==> src/rtl/seq_mult.sv <==
// rtl/seq_mult.sv - sequential shift-and-add unsigned multiplier
//
// Computes p = a * b over several cycles with a datapath of three registers
// (multiplicand A, multiplier B, accumulator ACC) and an IDLE/CALC/DONE
// controller.
//
// Build option: SEQ_MULT_EARLY_EXIT_EN
//   defined   - CALC ends as soon as B == 0 (latency k+1, k = bit length of b)
//   undefined - CALC always runs N iterations (constant latency N+1)
//
// Ports:
//   clk   - clock, rising edge
//   clr   - synchronous active-high reset, priority over start
//   start - level request, sampled only in IDLE
//   a, b  - N-bit unsigned operands, captured on the start-accept edge
//   p     - 2N-bit registered product, holds the last completed result
//   done  - one-cycle pulse after p updates
//   busy  - high whenever the controller is not in IDLE
module seq_mult #(
    parameter int N = 4
) (
    input  logic             clk,
    input  logic             clr,
    input  logic             start,
    input  logic [N-1:0]     a,
    input  logic [N-1:0]     b,
    output logic [2*N-1:0]   p,
    output logic             done,
    output logic             busy
);

    typedef enum logic [1:0] {
        IDLE = 2'd0,
        CALC = 2'd1,
        DONE = 2'd2
    } state_t;

    state_t           state_q;
    logic [2*N-1:0]   a_q;
    logic [N-1:0]     b_q;
    logic [2*N-1:0]   acc_q;
    logic [2*N-1:0]   p_q;
    logic             done_q;

    logic             lsb_b;
    logic [2*N-1:0]   acc_d;
    logic             calc_end;

    assign lsb_b = b_q[0];
    // Max product (2^N-1)^2 fits in 2N bits, so the sum never overflows.
    assign acc_d = lsb_b ? (acc_q + a_q) : acc_q;

`ifdef SEQ_MULT_EARLY_EXIT_EN
    logic zero;
    assign zero     = (b_q == '0);
    assign calc_end = zero;
`else
    // Iteration counter must reach N, hence log2(N)+1 bits.
    localparam int CW = $clog2(N) + 1;
    logic [CW-1:0] cnt_q;
    assign calc_end = (cnt_q == CW'(N));
`endif

    always_ff @(posedge clk) begin
        if (clr) begin
            state_q <= IDLE;
            a_q     <= '0;
            b_q     <= '0;
            acc_q   <= '0;
            p_q     <= '0;
            done_q  <= 1'b0;
`ifndef SEQ_MULT_EARLY_EXIT_EN
            cnt_q   <= '0;
`endif
        end else begin
            case (state_q)
                IDLE: begin
                    if (start) begin
                        a_q     <= {{N{1'b0}}, a};
                        b_q     <= b;
                        acc_q   <= '0;
`ifndef SEQ_MULT_EARLY_EXIT_EN
                        cnt_q   <= '0;
`endif
                        state_q <= CALC;
                    end
                end
                CALC: begin
                    if (calc_end) begin
                        p_q     <= acc_q;
                        done_q  <= 1'b1;
                        state_q <= DONE;
                    end else begin
                        acc_q   <= acc_d;
                        // Bits shifted out of the top of A are discarded.
                        a_q     <= a_q << 1;
                        b_q     <= b_q >> 1;
`ifndef SEQ_MULT_EARLY_EXIT_EN
                        cnt_q   <= cnt_q + 1'b1;
`endif
                    end
                end
                DONE: begin
                    done_q  <= 1'b0;
                    state_q <= IDLE;
                end
                default: begin
                    done_q  <= 1'b0;
                    state_q <= IDLE;
                end
            endcase
        end
    end

    assign p    = p_q;
    assign done = done_q;
    assign busy = (state_q != IDLE);

endmodule

==> config.mk <==
export PLATFORM = sky130hd
export DESIGN_NAME = seq_mult
export DESIGN_NICKNAME = d
export VERILOG_FILES = /design/src/rtl/seq_mult.sv
export SDC_FILE = /design/constraint.sdc
export NUM_CORES = 1
export LEC_CHECK = 0
export CORE_MARGIN = 1
export CORE_UTILIZATION = 57
export CTS_CLUSTER_DIAMETER = 60
export DETAILED_ROUTE_END_ITERATION = 7
export GPL_ROUTABILITY_DRIVEN = 1
export PLACE_DENSITY = 0.84
export SYNTH_ARGS = -nofsm -noshare
export SYNTH_HDL_FRONTEND = slang
export SYNTH_SLANG_ARGS = --single-unit
==> constraint.sdc <==
create_clock -name clk -period 5.35 [get_ports clk]
set_clock_uncertainty 0.2 [all_clocks]
set_input_delay 0.535 -clock clk [delete_from_list [all_inputs] [get_ports clk]]
set_output_delay 0.535 -clock clk [all_outputs]
set_load 0.05 [all_outputs]
==> qor.csv <==
stage,metric,value,unit
layout,drive_gt1_share,6.25,%
worst_setup_path,critPathBufInv,1,
clocking,postCtsResizedCells,0,
floorplanning,die-area,3190,um2
worst_setup_path,setup.worst_path.start_class,flop,
pwr,p_leak,0.000716,uW
placed_design,pre_cts_ws,2.54,ns
yosys,synth-seq-area-share,40.3,%
sta,period_share,47.2,%
grt,globalRoute.totalOverflow,0,
clocking,cts.sinks,34,
yosys,post_synth_inst_count,205,
yosys,yosysTopAreaCell,dfxtp_1,
placed_design,place.detailed.hpwl,2500,um
worst_hold_path,hold_path.class,flop to flop,
layout,final_core_util,70.0,%
clocking,clk_pin_slew_worst_paths,0.10,ns
yosys,synth_edf_count,0,
drt,routed_wl,3490,um
floorplanning,die_y,56.5,um
yosys,synth_top_cell_area_share,40.3,%
pwr,power_density,243,nW/um2
floorplanning,io_pins,21,
grt,antenna_found_initial,0,
yosys,netlist_area,1690,um2
worst_setup_path,critPathRequiredTime,4.62,ns
worst_setup_path,path_class,flop to output port,
layout,final_cells,255,
drt,routedWlPerCell,13.7,um
layout,nets,244,
grt,grtUsageTotal,25.0,%
worst_setup_path,cp-end-kind,output port,
run_status,status,"complete, no violations",
layout,register_area,681,um2
clocking,worstSkewPairLatency,0.34,ns
sta,worstMarginPinSlew,1.13,ns
sta,grt_setup_unrepaired,false,
worst_setup_path,slowest_stage,clkdlybuf4s50_1,
pwr,ir_drop,0.208,mV
pwr,swShare,26.8,%
worst_setup_path,critical_path_arrival,1.79,ns
floorplanning,start_util,60.8,%
yosys,synthesis.nets,226,
sta,final_max_slew_viol_count,0,
job,cap_violations,0,
pwr,switching_power,126,uW
placed_design,gp_congestion,0.881,
placed_design,post-place-cells,247,
pwr,comb_power_share,11.8,%
clocking,cts_root_buf,clkbuf_4,
yosys,ys_ff_latch,34,
worst_setup_path,critPathMaxFanout,8,
pwr,p_seq_share,56.4,%
sta,hold_viol_final,0,
worst_setup_path,crit_family,buffers and inverters,
sta,post-route-min-period,2.53,ns
placed_design,port_buffers,20,
pwr,p_total,472,uW
yosys,async_flop_share,0,%
layout,fillers,213,
drt,num_vias,1510,
yosys,syn_avg_cell_area,8.25,um2
drt,first_iter_violations,52,
worst_setup_path,path_cells,"or2_2, clkdlybuf4s50_1",
yosys,synthTopCellsByArea,"dfxtp_1, nand2_1, a21oi_1, ha_1, nand3_1",
grt,grt_max_degree,40,
pwr,p_clk_share,31.8,%
clocking,hold_buffers,0,
clocking,cts_buffer_depth,2,
floorplanning,rows,19,
drt,viasPerCell,5.92,
clocking,cts.htree.levels,2,
sta,setup_viol,0,
sta,max_freq,396,MHz
sta,max_slew_margin,24.5,%
floorplanning,core-area,2780,um2
grt,grt_pass1_vias,1432,
clocking,post_cts_buffers,0,
grt,grt_pass1_wl,6150,um
sta,setup_ws,2.82,ns
clocking,cts_tree,built,
yosys,ys.flop_type,dfxtp_1,
drt,first_pass_iters,4,
layout,num_antenna_cells,0,
pwr,intPower,346,uW
layout,area_delta_synth_final,15.1,%
layout,multi_input_area,932,um2
worst_setup_path,cp_slowest_stage_delay,0.79,ns
yosys,synth-warning-count,0,
yosys,ys_types,38,
sta,finalSetupTns,0,ns
drt,route.detailed.drc,0,
floorplanning,die_w,56.5,um
drt,antenna_left,0,
clocking,cts_buffers,5,
## power by group through the flow
stage / Combinational (uW) / Sequential (uW) / Clock, uW
finish: 56.0 / 266 / 150
global route: 62.4 / 267 / 165
CTS: 55.8 / 266 / 156
detailed placement: 55.5 / 272 / 0
global placement: 53.2 / 272 / 0
floorplan: 41.2 / 270 / 0
## layout by cell type (no fill, tap or decap), types with 2 or more instances in the layout
cell type	instances
nand2_1	42
dfxtp_1	34
a21oi_1	26
clkdlybuf4s50_1	20
nand3_1	13
nor2_1	13
ha_1	9
nand2b_1	7
a311oi_1	6
clkbuf_4	5
inv_1	4
a21o_1	3
xor2_1	3
xnor2_1	3
o21bai_1	3
or4_1	3
a22oi_1	2
nor3_1	2
a211oi_1	2
o21ai_0	2
nor3b_1	2
o221ai_1	2
buf_4	2
## cell type report
type,instances,share of cell area [%]
multi-input combinational,156,47.9
sequential,34,35.0
timing repair buffer,22,11.1
clock buffer,6,2.64
tap,31,1.99
inverter,4,0.772
clock inverter,2,0.643
## final timing paths
check                   from  endpoint  slack [ns]  cells after the start
hold / removal          p[7]      p[7]        0.26                      2
hold reg to reg         p[7]      p[7]        0.26                      2
setup / recovery  state_q[1]      busy        2.82                      2
setup reg to reg    cnt_q[0]  cnt_q[2]        2.97                      6
## stage by stage
stage | cell area [um2] | hold WS (ns)
2_1_floorplan | 1690 | 0.240
3_3_place_gp | 1880 | 0.242
3_5_place_dp | 1880 | 0.247
4_1_cts | 1950 | 0.261
5_1_grt | 1950 | 0.285
6_report | 1950 | 0.257
## cells in the mapped netlist (2+ instances only)
| cell type | instances |
|---|---|
| buf_2 | 2 |
| nor3b_1 | 2 |
| buf_6 | 2 |
| nand2b_1 | 7 |
| a21oi_1 | 26 |
| a211oi_1 | 2 |
| or4_1 | 3 |
| nand2_1 | 42 |
| inv_1 | 4 |
| o221ai_1 | 2 |
| a311oi_1 | 6 |
| nor3_1 | 2 |
| nor2_1 | 13 |
| ha_1 | 9 |
| clkbuf_1 | 5 |
| dfxtp_1 | 34 |
| o21bai_1 | 3 |
| nand3_1 | 13 |
| xor2_1 | 3 |
| xnor2_1 | 3 |
| a22oi_1 | 2 |
| a21o_1 | 3 |
| o21ai_0 | 2 |
## registers in the layout, indices dropped and copies added, names as in the netlist
signal   count
p            8
acc_q        8
state_q      2
done         1
cnt_q        3
b_q          4
a_q          8
## per-layer routing
metal / wire, um / track usage [%] / vias up
met2: 1640 / 39.5 / 43
met4: 73 / 13.6 / 0
met1: 1590 / 30.3 / 695
met3: 178 / 7.60 / 7
met5: 0 / 0 / -
li1: - / - / 765
## kinds of logic (layout without fill, tap and decap cells)
kind of cell | Yosys count | count (layout) | synth area share, %
AOI/OAI and AO/OA | 52 | 52 | 20.3
xor gates and xnor gates | 6 | 6 | 3.11
adders and majority gates | 10 | 10 | 7.85
buffers and inverters | 15 | 34 | 4.59
DFF | 34 | 34 | 40.3
and+or+nand+nor | 88 | 88 | 23.9
## tightest hold or removal path, cell delays in order, from the launching register on
cell	delay [ns]
dfxtp_1	0.32
nand2_1	0.05
a21oi_1	0.05
(Power assumes the default switching activity.)
